`src/rtl/serial_adder_pkg.sv`:
```
// Shared definitions for the bit-serial adder: FSM state encoding and the
// bit-counter width helper. Imported by the RTL and by the testbench.
package serial_adder_pkg;

  // Controller states of the serial adder.
  typedef enum logic [1:0] {
    ST_IDLE = 2'd0,
    ST_RUN  = 2'd1,
    ST_DONE = 2'd2
  } state_e;

  localparam logic [1:0] STATE_IDLE = 2'd0;
  localparam logic [1:0] STATE_RUN  = 2'd1;
  localparam logic [1:0] STATE_DONE = 2'd2;

  // Bit counter width; a single-bit operand still needs a one-bit counter.
  function automatic int cnt_width(input int w);
    return (w > 1) ? $clog2(w) : 1;
  endfunction

endpackage

```
`src/rtl/serial_adder_fa_bit.sv`:
```
// One-bit full adder built from two half-adder stages. Purely combinational;
// the carry storage lives in the serial_adder controller.
module serial_fa_bit (
  input  logic a_bit,
  input  logic b_bit,
  input  logic c_in,
  output logic s_bit,
  output logic c_next
);

  logic ha0_sum;
  logic ha0_carry;
  logic ha1_carry;

  // First half adder combines the operand bits, second folds in the carry.
  always_comb begin
    ha0_sum   = a_bit ^ b_bit;
    ha0_carry = a_bit & b_bit;
    s_bit     = ha0_sum ^ c_in;
    ha1_carry = ha0_sum & c_in;
    c_next    = ha0_carry | ha1_carry;
  end

endmodule

```
`src/rtl/serial_adder.sv`:
```
// Bit-serial unsigned adder: operands are captured on start, then one bit per
// clock is added LSB first. The result appears on sum/cout with a one-cycle
// done pulse and is held until the next result completes.
//
// Handshake: start is only looked at while idle (busy=0, done=0); the edge
// that sees start=1 captures a and b. busy is high for WIDTH cycles while
// bits are processed, then done pulses for one cycle with sum/cout valid from
// that cycle on. Start during busy or done is ignored.
module serial_adder
  import serial_adder_pkg::*;
#(
  parameter int WIDTH = 8
) (
  input  logic             clk,
  input  logic             rst_n,
  input  logic             start,
  input  logic [WIDTH-1:0] a,
  input  logic [WIDTH-1:0] b,
  output logic             busy,
  output logic             done,
  output logic [WIDTH-1:0] sum,
  output logic             cout
);

  localparam int CNT_W = cnt_width(WIDTH);
  localparam logic [CNT_W-1:0] LAST_CNT = CNT_W'(WIDTH - 1);

  state_e           state_q, state_d;
  logic [WIDTH-1:0] a_sr_q, a_sr_d;
  logic [WIDTH-1:0] b_sr_q, b_sr_d;
  logic [WIDTH-1:0] acc_q, acc_d;
  logic [WIDTH-1:0] sum_q, sum_d;
  logic [WIDTH-1:0] s_vec;
  logic [CNT_W-1:0] cnt_q, cnt_d;
  logic             carry_q, carry_d;
  logic             cout_q, cout_d;
  logic             busy_q, busy_d;
  logic             done_q, done_d;
  logic             s_bit;
  logic             c_next;
  logic             last_bit;

  serial_fa_bit u_fa (
    .a_bit  (a_sr_q[0]),
    .b_bit  (b_sr_q[0]),
    .c_in   (carry_q),
    .s_bit  (s_bit),
    .c_next (c_next)
  );

  assign last_bit = (cnt_q == LAST_CNT);

  // State register.
  always_ff @(posedge clk or negedge rst_n) begin
    if (!rst_n) begin
      state_q <= ST_IDLE;
    end else begin
      state_q <= state_d;
    end
  end

  // Next-state logic: accept start only when idle, leave RUN after the last bit.
  always_comb begin
    state_d = state_q;
    case (state_q)
      ST_IDLE: if (start)    state_d = ST_RUN;
      ST_RUN:  if (last_bit) state_d = ST_DONE;
      ST_DONE:               state_d = ST_IDLE;
      default:               state_d = ST_IDLE;
    endcase
  end

  // Output and datapath next values; busy/done are registered from the next state.
  always_comb begin
    a_sr_d  = a_sr_q;
    b_sr_d  = b_sr_q;
    acc_d   = acc_q;
    carry_d = carry_q;
    cnt_d   = cnt_q;
    sum_d   = sum_q;
    cout_d  = cout_q;
    s_vec   = '0;
    s_vec[WIDTH-1] = s_bit;
    busy_d  = (state_d == ST_RUN);
    done_d  = (state_d == ST_DONE);
    case (state_q)
      ST_IDLE: begin
        if (start) begin
          a_sr_d  = a;
          b_sr_d  = b;
          acc_d   = '0;
          carry_d = 1'b0;
          cnt_d   = '0;
        end
      end
      ST_RUN: begin
        a_sr_d  = a_sr_q >> 1;
        b_sr_d  = b_sr_q >> 1;
        // New bits enter at the MSB so bit 0 ends up at the LSB after WIDTH shifts.
        acc_d   = (acc_q >> 1) | s_vec;
        carry_d = c_next;
        cnt_d   = cnt_q + CNT_W'(1);
        if (last_bit) begin
          sum_d  = acc_d;
          cout_d = c_next;
        end
      end
      default: ;
    endcase
  end

  // Datapath and output registers.
  always_ff @(posedge clk or negedge rst_n) begin
    if (!rst_n) begin
      a_sr_q  <= '0;
      b_sr_q  <= '0;
      acc_q   <= '0;
      carry_q <= 1'b0;
      cnt_q   <= '0;
      sum_q   <= '0;
      cout_q  <= 1'b0;
      busy_q  <= 1'b0;
      done_q  <= 1'b0;
    end else begin
      a_sr_q  <= a_sr_d;
      b_sr_q  <= b_sr_d;
      acc_q   <= acc_d;
      carry_q <= carry_d;
      cnt_q   <= cnt_d;
      sum_q   <= sum_d;
      cout_q  <= cout_d;
      busy_q  <= busy_d;
      done_q  <= done_d;
    end
  end

  assign busy = busy_q;
  assign done = done_q;
  assign sum  = sum_q;
  assign cout = cout_q;

endmodule
```
`config.mk`:
```
export PLATFORM = sky130hd
export DESIGN_NAME = serial_adder
export DESIGN_NICKNAME = d
export VERILOG_FILES = /design/src/rtl/serial_adder_pkg.sv /design/src/rtl/serial_adder_fa_bit.sv /design/src/rtl/serial_adder.sv
export SDC_FILE = /design/constraint.sdc
export NUM_CORES = 1
export LEC_CHECK = 0
export CORE_ASPECT_RATIO = 1.2
export CORE_MARGIN = 2
export CORE_UTILIZATION = 53
export CTS_CLUSTER_SIZE = 40
export DETAILED_ROUTE_END_ITERATION = 16
export HOLD_SLACK_MARGIN = 0.1
export PLACE_DENSITY = 0.89
export SLEW_MARGIN = 20
export SYNTH_ARGS = -nofsm -noshare
export SYNTH_HDL_FRONTEND = slang
export SYNTH_SLANG_ARGS = --single-unit
export TNS_END_PERCENT = 5
```
`constraint.sdc`:
```
create_clock -name clk -period 1.6 [get_ports clk]
set_input_delay 0.32 -clock clk [delete_from_list [all_inputs] [get_ports clk]]
set_output_delay 0.32 -clock clk [all_outputs]
set_load 0.03 [all_outputs]
```
After elaboration in Yosys (flattened, before gate mapping). Cells that the tools add are included.

Bits of input ports: 19. Register bits after elaboration: 41. Output and inout port bits: 11. Logic and storage cells: 39.

Bitwise gates (word level): 6. Muxes and demuxes: 13. $add $sub $neg: 1. Equality and inequality tests: 5. Reductions and logical operators: 4.

Operators by type and width (number): $pmux W8 S2 (3); $mux W8 (3); $or A7 B8 Y8 (1); $pmux W3 S2 (1); $eq A2 B1 Y1 const B (2); $mux W2 (2); $pmux W2 S2 (1); $reduce_and A2 Y1 (2); $add A3 B1 Y3 const B (1); $eq A3 B3 Y1 const B (1); $mux W3 (1); $and A1 B1 Y1 (2); $eq A2 B2 Y1 const B (1); $logic_not A2 Y1 (1); $ne A2 B2 Y1 const B (1); $pmux W1 S2 (1); $reduce_bool A2 Y1 (1); $xor A1 B1 Y1 (2); $mux W1 (1); $or A1 B1 Y1 (1).

Longest topological paths before layout. Gate-level depths: netlist of run 1.

Word-level depth: 4. Mapped depth: 6. Depth with buffers taken out: 5.

Hierarchy. Synthesis of run 1 repeated with hierarchy kept, for this count alone.

Cells, all modules: 136. Area, all modules: 1686.6 um^2.

Modules (own cells, without submodules): serial_adder (area each 1666.6 um^2, seq. area each 1001.0 um^2, times used 1, cells each 135); serial_fa_bit (area each 20.0 um^2, seq. area each 0.0 um^2, times used 1, cells each 1).

Worst setup path after synthesis of run 1. Ideal clock, no wire load.

Path kind: register to register. Start point: reg cnt_q[0]. End point: reg sum_q[3], in the netlist sum[3]. Clock period less this slack: 1.481 ns. Data arrival time: 1.353 ns. Stages on the path, launching flop included: 6. Setup time: 0.128 ns. Setup slack: 0.119 ns. Data required time: 1.472 ns. Buffers on the path: 1. Cells stage by stage: dfrtp_1 ha_1 ha_1 nand3b_4 buf_4 mux2_1.

Word-level cells in the longest chain between the ends: 2.

RTL lines: from (decl) (line serial_adder.sv:34) `logic [CNT_W-1:0] cnt_q, cnt_d;`; from (signal assigned) (line serial_adder.sv:129) `cnt_q <= cnt_d;`; $eq A3 B3 Y1 (line serial_adder.sv:51) `assign last_bit = (cnt_q == LAST_CNT);`; $reduce_and A2 Y1 (no source line); to (signal assigned) (line serial_adder.sv:130) `sum_q <= sum_d;`; to (decl) (line serial_adder.sv:32) `logic [WIDTH-1:0] sum_q, sum_d;`.

Every way passes these cells. A chain may end at the register's enable or synchronous reset.

Worst setup path in the final report of run 1.
Start point: reg cnt_q[0]. End point: reg sum_q[0], in the netlist sum[0].

Same word-level chain as after synthesis.

==> results of run 1 <==
metal layers:
layer / GRT usage [%] / vias to the layer above
met5: 0 / -
met4: 6.20 / 0
met3: 5.22 / 7
met2: 37.0 / 34
met1: 22.2 / 634
li1: - / 595
cell type report:
type,instances,area (um^2)
clock buffer,6,82.6
clock inverter,2,10.0
fill,266,1090
inverter,6,22.5
multi-input combinational,97,767
sequential,40,1000
tap,37,46.3
timing repair buffer,36,352
registers in the layout (all words and copies together) (netlist names):
register and cells:
cnt_q 3, acc_q 7, sum 8, b_sr_q 8, busy 1, carry_q 1
cout 1, a_sr_q 8, state_q 2, done 1
layout by cell type (no fill, tap or decap), drive strengths merged:
cell type and count:
a21oi 2, a221o 2, a22o 8, buf 7, clkbuf 6, clkdlybuf4s50 17, clkinv 2, dfrtp 40
dlygate4sd2 11, dlygate4sd3 1, fa 1, ha 2, inv 6, mux2 7, nand2 9, nand2b 5
nand3b 1, nor2 14, nor2b 1, nor3 22, nor3b 11, o21ai 7, o21ba 1, o21bai 1
o22ai 1, o311ai 1, o32ai 1
power groups by stage:
stage / registers (mW) / logic (mW) / clock network [mW]
4_1_cts: 1.78 / 1.77 / 0.699
3_5_place_dp: 1.80 / 1.82 / 0
6_report: 1.77 / 1.75 / 0.689
3_3_place_gp: 1.76 / 1.74 / 0
2_1_floorplan: 1.92 / 1.15 / 0
5_1_grt: 1.83 / 1.93 / 0.739
worst paths after layout:
path                           from         to  slack, ns  cells after the start
min                        cnt_q[0]   cnt_q[0]       0.48                      1
max in group asynchronous     rst_n       cout       0.65                      3
max reg2reg                cnt_q[0]     sum[0]       0.08                      4
max                        cnt_q[0]     sum[0]       0.08                      4
min reg2reg                cnt_q[0]   cnt_q[0]       0.48                      1
min in group asynchronous     rst_n  a_sr_q[4]       0.61                      3
cells by family (layout without fill, tap and decap cells):
kind of cell               count (synthesis)  count (layout)  share of synthesized area [%]
AOI/OAI and AO/OA                         24              24                           9.91
adders and majority gates                  3               3                           2.39
buffers and inverters                     16              50                           6.18
DFF                                       40              40                           53.2
muxes                                      7               7                           4.19
and+or+nand+nor                           63              63                           24.1
critical path: stages (launching register included):
cell      delay (ns)
dfrtp_1         0.40
ha_1            0.21
ha_1            0.24
nand3b_4        0.19
mux2_1          0.35
what timing repair did:
action | in CTS | in global routing
cloned | 0 | 0
endpoints found under the hold margin | 40 | 0
setup buffers | 0 | 0
hold buffers | 1 | 0
gates resized for setup | 11 | 1
setup endpoints to repair | 11 | 10
==> impl_metrics.ini, run 1 <==
[timing]
worst_slew_pin_slew_ns = 0.491
maxSlewHeadroom_pct = 67.3
setup-tns-final_ns = 0
finalHoldViolCount = 0
min_period_ns = 1.52
post-route-period-util_pct = 94.9
fmax_mhz = 659
setup_viol = 0
drv_slew = 0
whs_ns = 0.484
finClkSkew_ns = 0.00553
rsz0062_at_grt = false
setup_slack_ns = 0.0821

[synthesis]
syn_avg_cell_area_um2 = 12.3
synth_async_sr_flop_share_pct = 100
syn-cell-area_um2 = 1880
syn_nets = 175
syn_inst = 153
synthTopCellsByArea = dfrtp_1 53%, nor3_2 9.6%, nor3b_1 4.4%
yosysMostFrequentCell = dfrtp_1
synthDistinctLibCells = 28
synth_edf_count = 0
yosysTopAreaCell = dfrtp_1
ys_seq_area_share_pct = 53.2
synth_top_cells_by_count = 40 x dfrtp_1, 18 x nor3_2, 11 x nor3b_1
yosysTopAreaCellShare_pct = 53.2
synth_seq_cells = 40
ys.flop_type = dfrtp_1
ys_warn_count = 0

[floorplan]
coreArea_um2 = 3370
rows = 23
chipWidth_um = 58.4
boundaryPins = 30
start_util_pct = 55.9
fp.dieH_um = 69.3
die_area_um2 = 4050

[layout]
diodes = 0
fin_cells = 224
nets = 208
drive_above_1_share_pct = 24.6
final_util_pct = 67.7
syn_to_final_growth_pct = 21.2
final_area_um2 = 2280

[clock_tree]
worstSkewPairLatency_ns = 0.29
clock-sinks = 40
cts-root-buf = clkbuf_8
htreeDepth = 2
cts_tree = done
cts_inserted_buffers = 5
cts.clk_slew.worst_paths_ns = 0.08
cts_buffer_depth = 2

[power]
p_sw_share_pct = 38.5
p_comb_share_pct = 41.5
total_power_mw = 4.21
p_int_mw = 2.59
power_frac_clock_pct = 16.3
seqPwrFrac_pct = 42.1
vdd_drop_max_mv = 1.14
p_leak_nw = 1.08
p_sw_mw = 1.62
power_density_nw_per_um2 = 1850

[routing]
wl_met1_um = 1360
wl_met3_um = 170
drcViolationCount = 0
drtIter0Drc = 34
wl_per_cell_um = 16.3
dr.pass1.iters = 4
routed-via-count = 1270
met2_wirelength_um = 2050
post_drt_via_cell_ratio = 5.67
wirelength_um = 3640
dr.max_layer_used = met4
antenna_left = 0

[critical_path]
critPathKind = reg2reg
worstPathRequired_ns = 1.77
critPathCaptureType = flip-flop
cp_max_fo = 13
crit_arrival_ns = 1.69
worst_setup_path_start_kind = flip-flop

[placed_design]
dp.cells = 215
routabilityCongestion = 0.729
io_buffers = 29
hpwlAfterDp_um = 2570
preCtsSetupSlack_ns = -0.0323
dpl-instance-area_um2 = 2190

[global_routing]
grt_overflow = 0
antenna_found_initial = 0
grt_max_degree = 41
grt_usage_pct = 20.3
grt_pass1_wl_um = 6360
grt_pass1_vias = 1417

[run]
maxCapViolations = 0

[status]
outcome = complete, no violations

[hold_path]
hold_class = reg2reg
(Power assumes the default switching activity.)
==> inputs of run 2 (changes only) <==
Settings changed: CORE_UTILIZATION 53 to 57, PLACE_DENSITY 0.89 to 0.94.
Clock period 1.6 ns to 1.87 ns, I/O delays scaled along.
==> impl_metrics.ini, run 2 (synthesis gave the netlist of run 1 again) <==
[power]
p_comb_share_pct = 42.1
p_sw_mw = 1.31
seqPwrFrac_pct = 42.1
p_sw_share_pct = 37.0
power_frac_clock_pct = 15.8
vdd_drop_max_mv = 1.08
power_density_nw_per_um2 = 1580
p_int_mw = 2.23
p_leak_nw = 1.03

[layout]
syn_to_final_growth_pct = 19.1
final_area_um2 = 2240
diodes = 0
nets = 207
final_cell_mix = 40 x dfrtp_1, 28 x clkdlybuf4s50_1, 18 x nor3_2, 11 x nor3b_1, 9 x nand2_1
drive_above_1_share_pct = 23.1
fin_cells = 222
final_common_cell = dfrtp_1

[placed_design]
hpwlAfterDp_um = 2170
routabilityCongestion = 0.740
io_buffers = 29
dp.cells = 213
dpl-instance-area_um2 = 2160

[timing]
finClkSkew_ns = 0.0102
post-route-period-util_pct = 94.4
setup-tns-final_ns = 0
fmax_mhz = 566
setup_viol = 0
drv_slew = 0
rsz0062_at_grt = false
maxSlewHeadroom_pct = 54.5
min_period_ns = 1.77
finalHoldViolCount = 0
worst_slew_pin_slew_ns = 0.682

[critical_path]
slowest_delay_ns = 0.67
worstReg2RegStart = cnt_q[0]
crit_family = buffers and inverters
cp_max_fo = 2
cp_slowest_cell = clkdlybuf4s50_1
reg2reg_slack_ns = 0.37
critPathCaptureType = output port
cp_cell_sequence = clkdlybuf4s50_1
r2r_end = sum[6]
critPathKind = reg2out
worstPathRequired_ns = 1.50
cp-endpoint = cout
cp-startpoint = cout
reg2regPathDepth = 4
crit_arrival_ns = 1.39
worst_setup_path_start_kind = flip-flop
path_buf_inv = 1
cp.depth = 1

[clock_tree]
cts_repair_resize_count = 0
htreeDepth = 2
cts_inserted_buffers = 5
cts_buffer_depth = 2
cts-root-buf = clkbuf_4
clock-sinks = 40
worstSkewPairLatency_ns = 0.35
cts_tree = done
cts.clk_slew.worst_paths_ns = 0.12

[floorplan]
start_util_pct = 60.5
rows = 22
die_area_um2 = 3780
coreArea_um2 = 3110
boundaryPins = 30
chipWidth_um = 56.5
fp.dieH_um = 66.9

[routing]
post_drt_via_cell_ratio = 5.57
routed-via-count = 1236
antenna_left = 0
drtIter0Drc = 42
dr.pass1.iters = 4
wirelength_um = 3130
wl_per_cell_um = 14.1
drcViolationCount = 0

[global_routing]
grt_pass1_vias = 1286
antenna_found_initial = 0
grt_max_degree = 41
grt_overflow = 0
grt_pass1_wl_um = 5490
grt_usage_pct = 18.9

[hold_path]
min_from = sum[2]
hold_class = reg2reg

[run]
maxCapViolations = 0

[status]
outcome = complete, no violations
-- run 2: cell count changes in the layout (fill, tap and decap cells not counted), moves of 2 or more --
cell | before | now
buf_12 | 2 | 0
clkbuf_4 | 0 | 5
clkbuf_8 | 6 | 0
clkdlybuf4s50_1 | 17 | 28
dlygate4sd2_1 | 11 | 0
-- run 2: worst min path at each step --
stage                     end  slack, ns  depth (start not counted)
finish                 sum[2]       0.50                          1
global placement       sum[1]       0.44                          2
global route           sum[3]       0.53                          1
detailed placement     sum[0]       0.46                          2
floorplan           a_sr_q[0]       0.08                          0
CTS                    sum[7]       0.51                          2
-- run 2: final cells by class --
cell class	count	area, um^2
clock buffer	6	41.3
clock inverter	2	35.0
fill	240	868
inverter	6	22.5
multi-input combinational	97	764
sequential	40	1000
tap	36	45.0
timing repair buffer	35	333
-- run 2: power by group through the flow --
| stage | Sequential, mW | Clock, mW | Combinational [mW] |
|---|---|---|---|
| 6_report | 1.49 | 0.560 | 1.49 |
| 5_1_grt | 1.54 | 0.605 | 1.65 |
| 4_1_cts | 1.50 | 0.569 | 1.51 |
| 3_5_place_dp | 1.51 | 0 | 1.50 |
| 3_3_place_gp | 1.49 | 0 | 1.45 |
| 2_1_floorplan | 1.65 | 0 | 0.984 |
-- run 2: repair_timing --
action	4_1_cts	5_1_grt
endpoints found under the hold margin	40	0
setup buffers	0	0
hold buffers	1	0
-- run 2: stage by stage --
| step | setup WS [ns] | hold slack [ns] | utilization, % | total power, mW |
|---|---|---|---|---|
| global placement | 0.254 | 0.445 | 69.3 | 2.94 |
| finish | 0.104 | 0.501 | 72.1 | 3.54 |
| global route | 0.0569 | 0.527 | 72.1 | 3.80 |
| detailed placement | 0.181 | 0.465 | 69.3 | 3.01 |
| CTS | 0.0843 | 0.510 | 72.1 | 3.58 |
| floorplan | 0.389 | 0.0784 | - | 2.63 |
-- run 2: routing by layer --
layer  vias to the layer above  share of wire, %  track usage [%]
met5                         -                 0                0
met4                         0               2.6             8.33
met3                         8               5.1             4.85
met2                        44                51             34.7
met1                       589                42             20.4
li1                        595                 -                -
